==> src/rtl/palabras_pkg.sv <==
// Shared definitions for the word/byte splitter and its receive-side counterpart.
package palabras_pkg;

  localparam int unsigned BYTE_W = 8;

  typedef enum logic [1:0] {
    IDLE,
    START,
    WAIT
  } split_state_t;

  // The byte counter must be able to index every byte of a word.
  function automatic bit params_ok(input int unsigned palabras, input int unsigned bits);
    return (palabras >= 2) && (palabras <= 8) && (palabras <= (1 << (bits + 1)));
  endfunction

endpackage

==> src/rtl/palabra_hold_reg.sv <==
// One-word hold register with full flag; a write in the same edge as a drain wins.
module palabra_hold_reg #(
  parameter int unsigned WIDTH = 16
) (
  input  logic             clk_i,
  input  logic             rst_ni,
  input  logic             wr_i,
  input  logic             drain_i,
  input  logic [WIDTH-1:0] data_i,
  output logic [WIDTH-1:0] data_o,
  output logic             full_o
);

  logic [WIDTH-1:0] data_q;
  logic             full_q;

  always_ff @(posedge clk_i or negedge rst_ni) begin
    if (!rst_ni) begin
      data_q <= '0;
      full_q <= 1'b0;
    end else begin
      if (wr_i) begin
        data_q <= data_i;
        full_q <= 1'b1;
      end else if (drain_i) begin
        full_q <= 1'b0;
      end
    end
  end

  assign data_o = data_q;
  assign full_o = full_q;

endmodule

==> src/rtl/split_palabras.sv <==
// Serialises a PALABRAS_ESCALE-byte word into LSB-first bytes for the UART TX.
// Optional one-word hold buffer: define SPLIT_PALABRAS_HOLD_BUF_EN.
module split_palabras
  import palabras_pkg::*;
#(
  parameter int PALABRAS_ESCALE = 2,
  parameter int BITS_ESCALE     = 2
) (
  input  logic                              clk,
  input  logic                              rst,
  input  logic [PALABRAS_ESCALE*BYTE_W-1:0] data_in,
  input  logic                              flat_in,
  output logic                              ready_in,
  output logic [BYTE_W-1:0]                 tx_dato,
  output logic                              tx_start,
  input  logic                              tx_done,
  output logic                              flat_done
);

  localparam int WORD_W = PALABRAS_ESCALE * BYTE_W;
  localparam int CNT_W  = BITS_ESCALE + 1;
  localparam logic [CNT_W-1:0] LAST_CNT = CNT_W'(PALABRAS_ESCALE - 1);

  if (!params_ok(PALABRAS_ESCALE, BITS_ESCALE)) begin : g_bad_params
    $error("split_palabras: illegal PALABRAS_ESCALE/BITS_ESCALE combination");
  end

  split_state_t      state_q;
  logic [CNT_W-1:0]  cnt_q;
  logic [WORD_W-1:0] shreg_q;
  logic [BYTE_W-1:0] tx_dato_q;
  logic              tx_start_q;
  logic              flat_done_q;

  logic              accept;
  logic              start_new;
  logic              last_done;
  logic [WORD_W-1:0] new_word;

  assign last_done = (state_q == WAIT) && tx_done && (cnt_q == LAST_CNT);

`ifdef SPLIT_PALABRAS_HOLD_BUF_EN
  logic              hold_full;
  logic              hold_wr;
  logic              hold_drain;
  logic [WORD_W-1:0] hold_data;

  // A held word takes priority over a bypass; it drains on the last byte or from IDLE.
  always_comb begin
    ready_in   = !hold_full;
    accept     = flat_in && ready_in;
    hold_wr    = accept && (state_q != IDLE);
    hold_drain = hold_full && (last_done || (state_q == IDLE));
    start_new  = hold_drain || (accept && (state_q == IDLE));
    new_word   = hold_drain ? hold_data : data_in;
  end

  palabra_hold_reg #(
    .WIDTH(WORD_W)
  ) u_hold (
    .clk_i  (clk),
    .rst_ni (rst),
    .wr_i   (hold_wr),
    .drain_i(hold_drain),
    .data_i (data_in),
    .data_o (hold_data),
    .full_o (hold_full)
  );
`else
  always_comb begin
    ready_in  = (state_q == IDLE);
    accept    = flat_in && ready_in;
    start_new = accept;
    new_word  = data_in;
  end
`endif

  always_ff @(posedge clk or negedge rst) begin
    if (!rst) begin
      state_q     <= IDLE;
      cnt_q       <= '0;
      shreg_q     <= '0;
      tx_dato_q   <= '0;
      tx_start_q  <= 1'b0;
      flat_done_q <= 1'b0;
    end else begin
      tx_start_q  <= 1'b0;
      flat_done_q <= 1'b0;
      case (state_q)
        IDLE: begin
          if (start_new) begin
            state_q    <= START;
            shreg_q    <= new_word;
            cnt_q      <= '0;
            tx_start_q <= 1'b1;
            tx_dato_q  <= new_word[BYTE_W-1:0];
          end
        end
        START: state_q <= WAIT;
        WAIT: begin
          if (last_done) begin
            flat_done_q <= 1'b1;
            cnt_q       <= '0;
            if (start_new) begin
              state_q    <= START;
              shreg_q    <= new_word;
              tx_start_q <= 1'b1;
              tx_dato_q  <= new_word[BYTE_W-1:0];
            end else begin
              state_q <= IDLE;
            end
          end else if (tx_done) begin
            shreg_q    <= shreg_q >> BYTE_W;
            cnt_q      <= cnt_q + CNT_W'(1);
            state_q    <= START;
            tx_start_q <= 1'b1;
            tx_dato_q  <= shreg_q[2*BYTE_W-1:BYTE_W];
          end
        end
        default: state_q <= IDLE;
      endcase
    end
  end

  assign tx_dato   = tx_dato_q;
  assign tx_start  = tx_start_q;
  assign flat_done = flat_done_q;

endmodule

==> config.mk <==
export PLATFORM = sky130hd
export DESIGN_NAME = split_palabras
export DESIGN_NICKNAME = d
export VERILOG_FILES = /design/src/rtl/palabras_pkg.sv /design/src/rtl/palabra_hold_reg.sv /design/src/rtl/split_palabras.sv
export SDC_FILE = /design/constraint.sdc
export NUM_CORES = 1
export LEC_CHECK = 0
export ABC_CLOCK_PERIOD_IN_PS = 2100
export BUFFER_PORTS_ARGS = -buffer_cell sky130_fd_sc_hd__buf_2
export CORE_ASPECT_RATIO = 1.2
export CORE_MARGIN = 4
export CORE_UTILIZATION = 45
export CTS_BUF_LIST = sky130_fd_sc_hd__clkbuf_8 sky130_fd_sc_hd__clkbuf_16
export CTS_CLUSTER_DIAMETER = 100
export CTS_CLUSTER_SIZE = 24
export DETAILED_ROUTE_END_ITERATION = 6
export GPL_TIMING_DRIVEN = 0
export MAX_ROUTING_LAYER = met4
export PLACE_DENSITY = 0.67
export SYNTH_ARGS = -nofsm -noshare
export SYNTH_HDL_FRONTEND = slang
export SYNTH_HIERARCHICAL = 1
export SYNTH_SLANG_ARGS = --single-unit
==> constraint.sdc <==
create_clock -name clk -period 2.1 [get_ports clk]
set_input_delay 0.42 -clock clk [delete_from_list [all_inputs] [get_ports clk]]
set_output_delay 0.42 -clock clk [all_outputs]
set_load 0.005 [all_outputs]
# Word-level counts from Yosys, hierarchy flattened
# Cells that the tools add are included.
dict set report word_totals {
  out_inout_bits 11
  inputBits 20
  wordCells 43
  regBits 31
}
dict set report op_classes {
  muxes 23
  n_reduce_logical 8
  addsub 1
  n_eq_ne 5
}
# cell n
set ops {}
lappend ops {{16-bit two-way mux} 3}
lappend ops {{16-bit one-hot mux with 2 select lines} 1}
lappend ops {{8-bit two-way mux} 3}
lappend ops {{8-bit one-hot mux with 2 select lines} 1}
lappend ops {{3-bit two-way mux} 3}
lappend ops {{1-bit two-way mux} 6}
lappend ops {{2-bit two-way mux} 3}
lappend ops {{2-bit one-hot mux with 3 select lines} 1}
lappend ops {{3-bit one-hot mux with 2 select lines} 1}
lappend ops {{2-bit AND reduction} 2}
lappend ops {{3-bit by 1-bit adder with 3-bit output, second input constant} 1}
lappend ops {{3-bit by 1-bit equality test with 1-bit output, second input constant} 1}
lappend ops {{1-bit logical AND} 3}
lappend ops {{3-bit inequality test, second input constant} 1}
lappend ops {{3-bit AND reduction} 1}
lappend ops {{2-bit by 1-bit equality test with 1-bit output, second input constant} 1}
lappend ops {{2-bit equality test, second input constant} 1}
lappend ops {{2-bit zero test} 1}
lappend ops {{2-bit by 1-bit inequality test with 1-bit output, second input constant} 1}
lappend ops {{1-bit one-hot mux with 2 select lines} 1}
lappend ops {{2-bit nonzero test} 1}

# Logic depth before layout (Yosys ltp)
# Gate-level depths: netlist (run 1).
dict set report depth {
  ltp_word 5
  mapped_depth 6
  mapped_depth_nobuf 5
}

# Least setup slack after synthesis (run 1)
# No wires, ideal clock.
dict set report synth_path {
  path_kind {reg-to-reg}
  startpoint {register cnt_q[1]}
  endpoint {register cnt_q[0]}
  synth_period_minus_slack_ns 1.429
  path_buffers 1
  stages_incl_launch_ff 7
  t_required_ns 1.975
  setup_time_ns 0.125
  slack_ns 0.671
  arrival_time_ns 1.304
  cell_sequence {dfrtp_1 -> inv_1 -> ha_1 -> nor2b_1 -> buf_2 -> nor2_2 -> mux2_2}
}
dict set report synth_between {
  elab_chain_len 4
  elab_cells_between_ends 6
  classes_between {eq/ne: 2; mux: 2; reduce/logical: 2}
}
# item line
set synth_rtl {}
lappend synth_rtl {{start: declaration} split_palabras.sv:29} ;# logic [CNT_W-1:0] cnt_q;
lappend synth_rtl {{start signal: assignment} split_palabras.sv:114} ;# cnt_q <= cnt_q + CNT_W'(1);
lappend synth_rtl {{3-bit by 1-bit equality test with 1-bit output (*)} split_palabras.sv:40} ;# assign last_done = (state_q == WAIT) && tx_done && (cnt_q == LAST_CNT);
lappend synth_rtl {{1-bit logical AND (*)} split_palabras.sv:40}
lappend synth_rtl {{3-bit inequality test (no source line) / 3-bit two-way mux (equally long branches)} n/a}
lappend synth_rtl {{3-bit AND reduction (no source line) / 3-bit one-hot mux with 2 select lines (equally long branches)} n/a}
# Mark *: on every way between the ends. The rest lies on a longest branch, timed or not.
# A chain may end at the register's enable or synchronous reset.

# Worst setup path in the final report (run 1)
# Ends and elaborated chain as after synthesis.

==> impl_metrics.json, run 1 <==
{
  "period_share_pct": 76.0,
  "fin_skew_ns": 0.00168,
  "yosys.area.top_type_share_pct": 51.9,
  "numPortBuffers": 30,
  "start_kind": "flip-flop",
  "worst_setup_path_end_kind": "flip-flop",
  "dp_cells": 164,
  "synthXorXnorAreaFrac_pct": 0,
  "drt_iter0_drc": 18,
  "critPathKind": "reg -> reg",
  "synth_compound_area_share_pct": 20.6,
  "clock-sinks": 23,
  "worst_hold_slack_ns": 0.124,
  "grt_max_degree": 24,
  "cp_max_fo": 10,
  "power.density_nw_per_um2": 1340,
  "final_common_cell": "buf_2",
  "synth_top_family_by_area": "compound AO/OA/AOI/OAI gates",
  "final_nets": 160,
  "max-vdd-ir-drop_uv": 742,
  "path_buf_inv": 2,
  "netlist_area_um2": 1110,
  "initial_utilization_pct": 47.6,
  "crit_family": "flip-flops",
  "worstPathCellList": "inv_1 -> ha_1 -> nor2b_1 -> buf_2 -> nor2_2 -> mux2_2",
  "layout_common_cells": "buf_2 (34), dfrtp_1 (23), nand2_1 (17)",
  "finalPower_mw": 1.79,
  "clockBufferDepth": 2,
  "slew_headroom_pct": 65.7,
  "final_core_utilization_pct": 57.7,
  "hold_viol": 0,
  "hold_buffers": 0,
  "fin_setup_tns_ns": 0,
  "max_freq_mhz": 626,
  "grt_pass1_wl_um": 3640,
  "hp-class": "in -> async",
  "drt_wl_total_um": 2190,
  "cts_buffers": 3,
  "root_buffer": "clkbuf_8",
  "area_growth_pct": 21.1,
  "cts_setup_buffers": 0,
  "regArea_um2": 576,
  "maxCapViolCount": 0,
  "fp.dieH_um": 62.4,
  "dp.final_hpwl_um": 1650,
  "cts_resized": 0,
  "syn-instance-count": 103,
  "cts_htree_levels": 1,
  "grt_use_total_pct": 14.9,
  "arrival_ns": 1.75,
  "grt_antenna_before_repair": 0,
  "syn-num-nets": 125,
  "status": "finished clean",
  "overflow": 0,
  "fp.dieArea_um2": 3330,
  "gp_congestion": 0.735,
  "clk_latency_ns": 0.26,
  "slowest_stage": "dfrtp_1",
  "core_region_area_um2": 2330,
  "synth_top_cell_by_area": "dfrtp_1",
  "ios": 31,
  "muxShareOfSynthArea_pct": 1.92,
  "tritoncts": "yes",
  "nFillCells": 224,
  "worst_pin_slew_ns": 0.514,
  "layout_min_cycle_time_ns": 1.60,
  "critical_path_required_ns": 2.25,
  "stdcell_area_um2": 1340,
  "synth_fa_ha_area_share_pct": 2.25,
  "first_global_vias": 834,
  "drc": 0,
  "ys_seq_area_share_pct": 51.9,
  "clkTransAtPathRegs_ns": 0.08,
  "n_antenna_cell": 0,
  "rsz0062_at_grt": "no",
  "detail-route-antenna-nets": 0,
  "drive_gt1_share_pct": 36.5,
  "synthSimpleGateAreaFrac_pct": 17.5,
  "placed_area_um2": 1300,
  "fp-row-count": 19,
  "multi_input_area_um2": 469,
  "final_max_slew_viol_count": 0,
  "synthTopCellsByArea": "dfrtp_1 (52%), a21oi_1 (6.3%), nand2_1 (5.7%)",
  "stdcell_count": 168,
  "wire_per_inst_um": 13.0,
  "post-place-ws_ns": 0.488,
  "die_x_um": 53.3,
  "drt_first_pass_iters": 4,
  "ys_warn_count": 6,
  "viasPerCell": 5.16,
  "cp_slowest_stage_delay_ns": 0.40,
  "avgSynthCellArea_um2": 10.8,
  "finalSetupViolations": 0,
  "dr_total_vias": 867,
  "synth-seq-cells": 23,
  "finalWorstSetupSlack_ns": 0.503,
  "synth_cell_types": 28,
  "p_leak_nw": 0.629
}
-- kinds of logic after synthesis --
logic type / after synthesis
flops: 23
mux: 2
buf+inv: 9
fa+ha+maj: 2
compound gates: 28
simple gates: 39
-- path summary, 6_finish.rpt --
path,to,depth (start not counted),slack [ns],from
setup / recovery,cnt_q[0],6,0.50,cnt_q[1]
hold / removal,tx_dato[7],1,0.12,rst
setup reg to reg,cnt_q[0],6,0.50,cnt_q[1]
hold reg to reg,flat_done,1,0.52,cnt_q[2]
max in group asynchronous,shreg_q[12],1,1.63,rst
min in group clk,shreg_q[13],3,0.39,data_in[13]
-- area by class of cell --
| cell class | instances | area share (%) |
|---|---|---|
| inverter | 1 | 0.279 |
| tap | 31 | 2.89 |
| clock buffer | 3 | 3.07 |
| clock inverter | 1 | 0.279 |
| buffer | 8 | 4.56 |
| multi-input combinational | 71 | 34.9 |
| sequential | 23 | 42.8 |
| timing repair buffer | 30 | 11.2 |
-- power breakdown --
| part | internal [mW] | total, mW | switching, mW |
|---|---|---|---|
| clock network | 0.130 | 0.263 | 0.132 |
| logic | 0.382 | 0.793 | 0.411 |
| registers | 0.637 | 0.739 | 0.102 |
| total | 1.15 | 1.79 | 0.645 |
-- per-layer routing --
metal  wire length (µm)  global-route usage [%]  vias up  share of wire (%)
met5                  0                       -        -                  0
li1                   -                       -      429                  -
met3                118                    2.15        2                5.4
met4                 20                    5.75        0               0.92
met2               1100                    25.0       20                 50
met1                948                    17.4      416                 43
-- synthesized netlist by cell type (all sizes together) --
cell type,count
a21oi,16
dfrtp,23
nor3b,2
nor2,12
nor2b,1
mux2i,1
ha,2
inv,1
o21a,1
and4bb,1
o32ai,8
nor4b,1
nand2b,2
or2,1
mux2,1
nand2,17
a21o,1
o2bb2ai,1
or3b,1
a211o,1
buf,8
nand3b,1
-- registers in the layout (all words and copies together), names as in the netlist --
register / flops
shreg_q: 8
cnt_q: 3
flat_done: 1
tx_start: 1
tx_dato: 8
state_q: 2
No activity file was read; power rests on OpenSTA's default activity.
==> inputs of run 2 (changes only) <==
--- a/config.mk
+++ b/config.mk
@@ -5,7 +5,7 @@
 export SDC_FILE = /design/constraint.sdc
 export NUM_CORES = 1
 export LEC_CHECK = 0
-export ABC_CLOCK_PERIOD_IN_PS = 2100
+export ABC_CLOCK_PERIOD_IN_PS = 1400
 export BUFFER_PORTS_ARGS = -buffer_cell sky130_fd_sc_hd__buf_2
 export CORE_ASPECT_RATIO = 1.2
 export CORE_MARGIN = 4
@@ -16,7 +16,7 @@
 export DETAILED_ROUTE_END_ITERATION = 6
 export GPL_TIMING_DRIVEN = 0
 export MAX_ROUTING_LAYER = met4
-export PLACE_DENSITY = 0.67
+export PLACE_DENSITY = 0.7
 export SYNTH_ARGS = -nofsm -noshare
 export SYNTH_HDL_FRONTEND = slang
 export SYNTH_HIERARCHICAL = 1
==> constraint.sdc (replaced) <==
create_clock -name clk -period 1.4 [get_ports clk]
set_input_delay 0.28 -clock clk [delete_from_list [all_inputs] [get_ports clk]]
set_output_delay 0.28 -clock clk [all_outputs]
set_load 0.005 [all_outputs]
==> run 2 against run 1 <==
  * The flow now finishes with violations (negative setup slack)
  * Sequential cell count unchanged
  * First-iteration DRC count up 56%
  * Die area stayed put
  * Core utilization is 11 points higher
  * Sequential power rose by 64%
  * Global-route usage is 2.3 points higher
  * Clock skew is essentially flat
  * Clock power up 51%
  * Largest power group unchanged
  * Highest routed layer unchanged
==> impl_metrics.json, run 2 (same netlist as run 1, synthesis figures left out) <==
{
  "initial_utilization_pct": 47.6,
  "drt_iter0_drc": 28,
  "max-vdd-ir-drop_uv": 1180,
  "cp_slowest_stage_delay_ns": 0.42,
  "drt_wl_total_um": 2790,
  "gp_congestion": 0.770,
  "n_antenna_cell": 0,
  "p_leak_nw": 0.728,
  "r2r_start": "cnt_q[0]",
  "rsz0062_at_grt": "yes",
  "worstPathCellList": "ha_4 -> nor2b_4 -> buf_6 -> nor2_4 -> mux2_2",
  "tritoncts": "yes",
  "drc": 0,
  "die_x_um": 53.3,
  "slew_headroom_pct": 65.7,
  "r2r-end": "cnt_q[0]",
  "finalSetupViolations": 1,
  "overflow": 0,
  "layout_common_cells": "buf_2 (30), dfrtp_1 (21), nor2_1 (11)",
  "slowest_stage": "dfrtp_1",
  "status": "complete, but fails checks",
  "post-place-ws_ns": -0.201,
  "first_global_vias": 968,
  "drt_first_pass_iters": 4,
  "grt_antenna_before_repair": 0,
  "area_growth_pct": 44.9,
  "final_max_slew_viol_count": 0,
  "hold_viol": 0,
  "dr_total_vias": 968,
  "grt_use_total_pct": 17.2,
  "fp-row-count": 19,
  "grt_pass1_wl_um": 4130,
  "dp.final_hpwl_um": 1640,
  "fp.dieH_um": 62.4,
  "min_to": "shreg_q[9]",
  "core_region_area_um2": 2330,
  "final_nets": 169,
  "finalPower_mw": 3.33,
  "detail-route-antenna-nets": 0,
  "path_buf_inv": 1,
  "fin_skew_ns": 0.00142,
  "clockBufferDepth": 2,
  "final_common_cell": "buf_2",
  "arrival_ns": 1.60,
  "worst_pin_slew_ns": 0.515,
  "critical_path_required_ns": 1.60,
  "numPortBuffers": 30,
  "cts_htree_levels": 1,
  "power.density_nw_per_um2": 2070,
  "worst_setup_path_end_kind": "flip-flop",
  "cp_max_fo": 9,
  "violations": "negative setup slack",
  "clk_latency_ns": 0.26,
  "cts_buffers": 3,
  "wire_per_inst_um": 15.8,
  "ios": 31,
  "viasPerCell": 5.47,
  "hold_path.startpoint": "data_in[9]",
  "period_share_pct": 100,
  "hp-class": "in -> reg",
  "grt_max_degree": 24,
  "ff2ff_path_depth": 5,
  "finalWorstSetupSlack_ns": -0.00139,
  "ff2ff_setup_slack_ns": -0.001,
  "root_buffer": "clkbuf_8",
  "critPathKind": "reg -> reg",
  "clock-sinks": 23,
  "start_kind": "flip-flop",
  "max_freq_mhz": 714,
  "layout_min_cycle_time_ns": 1.40,
  "crit_family": "flip-flops",
  "fp.dieArea_um2": 3330,
  "drive_gt1_share_pct": 58.2,
  "holdPathStages": 3,
  "clkTransAtPathRegs_ns": 0.08,
  "maxCapViolCount": 0
}
==> run 2: worst max-delay path by stage <==
stage,startpoint,to,cells past startpoint
after floorplan,state_q[0],tx_dato[5],6
after global placement,cnt_q[0],cnt_q[0],5
after detailed placement,cnt_q[0],cnt_q[0],5
after CTS,state_q[1],tx_dato[5],5
after global routing,cnt_q[0],cnt_q[0],5
final,cnt_q[0],cnt_q[0],5
==> run 2: power breakdown <==
part / switching [mW] / leakage (nW) / internal [mW] / total (mW)
Sequential: 0.249 / 0.281 / 0.962 / 1.21
Clock: 0.202 / 0.0269 / 0.195 / 0.398
Combinational: 0.816 / 0.419 / 0.901 / 1.72
Total: 1.27 / 0.728 / 2.06 / 3.33
==> run 2: repair_timing <==
item | 4_1_cts | 5_1_grt
endpoints found under the hold margin | 12 | 0
gates cloned | 3 | 1
hold buffers | 1 | 0
setup endpoints to repair | 19 | 21
pin swaps | 5 | 17
buffers inserted | 3 | 3
resized for setup | 19 | 28
==> run 2: layer usage <==
layer	global-route usage [%]	share of wire, %
met5	-	0
met4	8.31	1.7
met3	2.86	5.8
met2	28.5	53
met1	19.3	39
==> run 2: through the flow <==
step | setup TNS, ns | utilization (%) | instances | hold WS (ns) | cell area (µm²)
after CTS | -0.217 | 62.9 | 174 | 0.253 | 1470
after floorplan | 0 | - | 103 | -0.0156 | 1110
final | -0.00139 | 69.0 | 177 | 0.254 | 1610
after global routing | -0.593 | 69.0 | 177 | 0.253 | 1610
after global placement | -0.968 | 55.9 | 164 | 0.275 | 1300
after detailed placement | -1.43 | 55.9 | 164 | 0.280 | 1300
==> run 2: worst reg2reg max path: stages (launching register included) <==
cell	delay, ns
dfrtp_1	0.42
ha_4	0.18
nor2b_4	0.13
buf_6	0.14
nor2_4	0.26
mux2_2	0.22
==> run 2: cell type report <==
class                      instances  area, µm²
fill                             197        722
multi-input combinational         71        618
sequential                        23        578
timing repair buffer              41        256
buffer                             6       67.6
clock buffer                       3       41.3
tap                               31       38.8
clock inverter                     1       3.75
inverter                           1       3.75
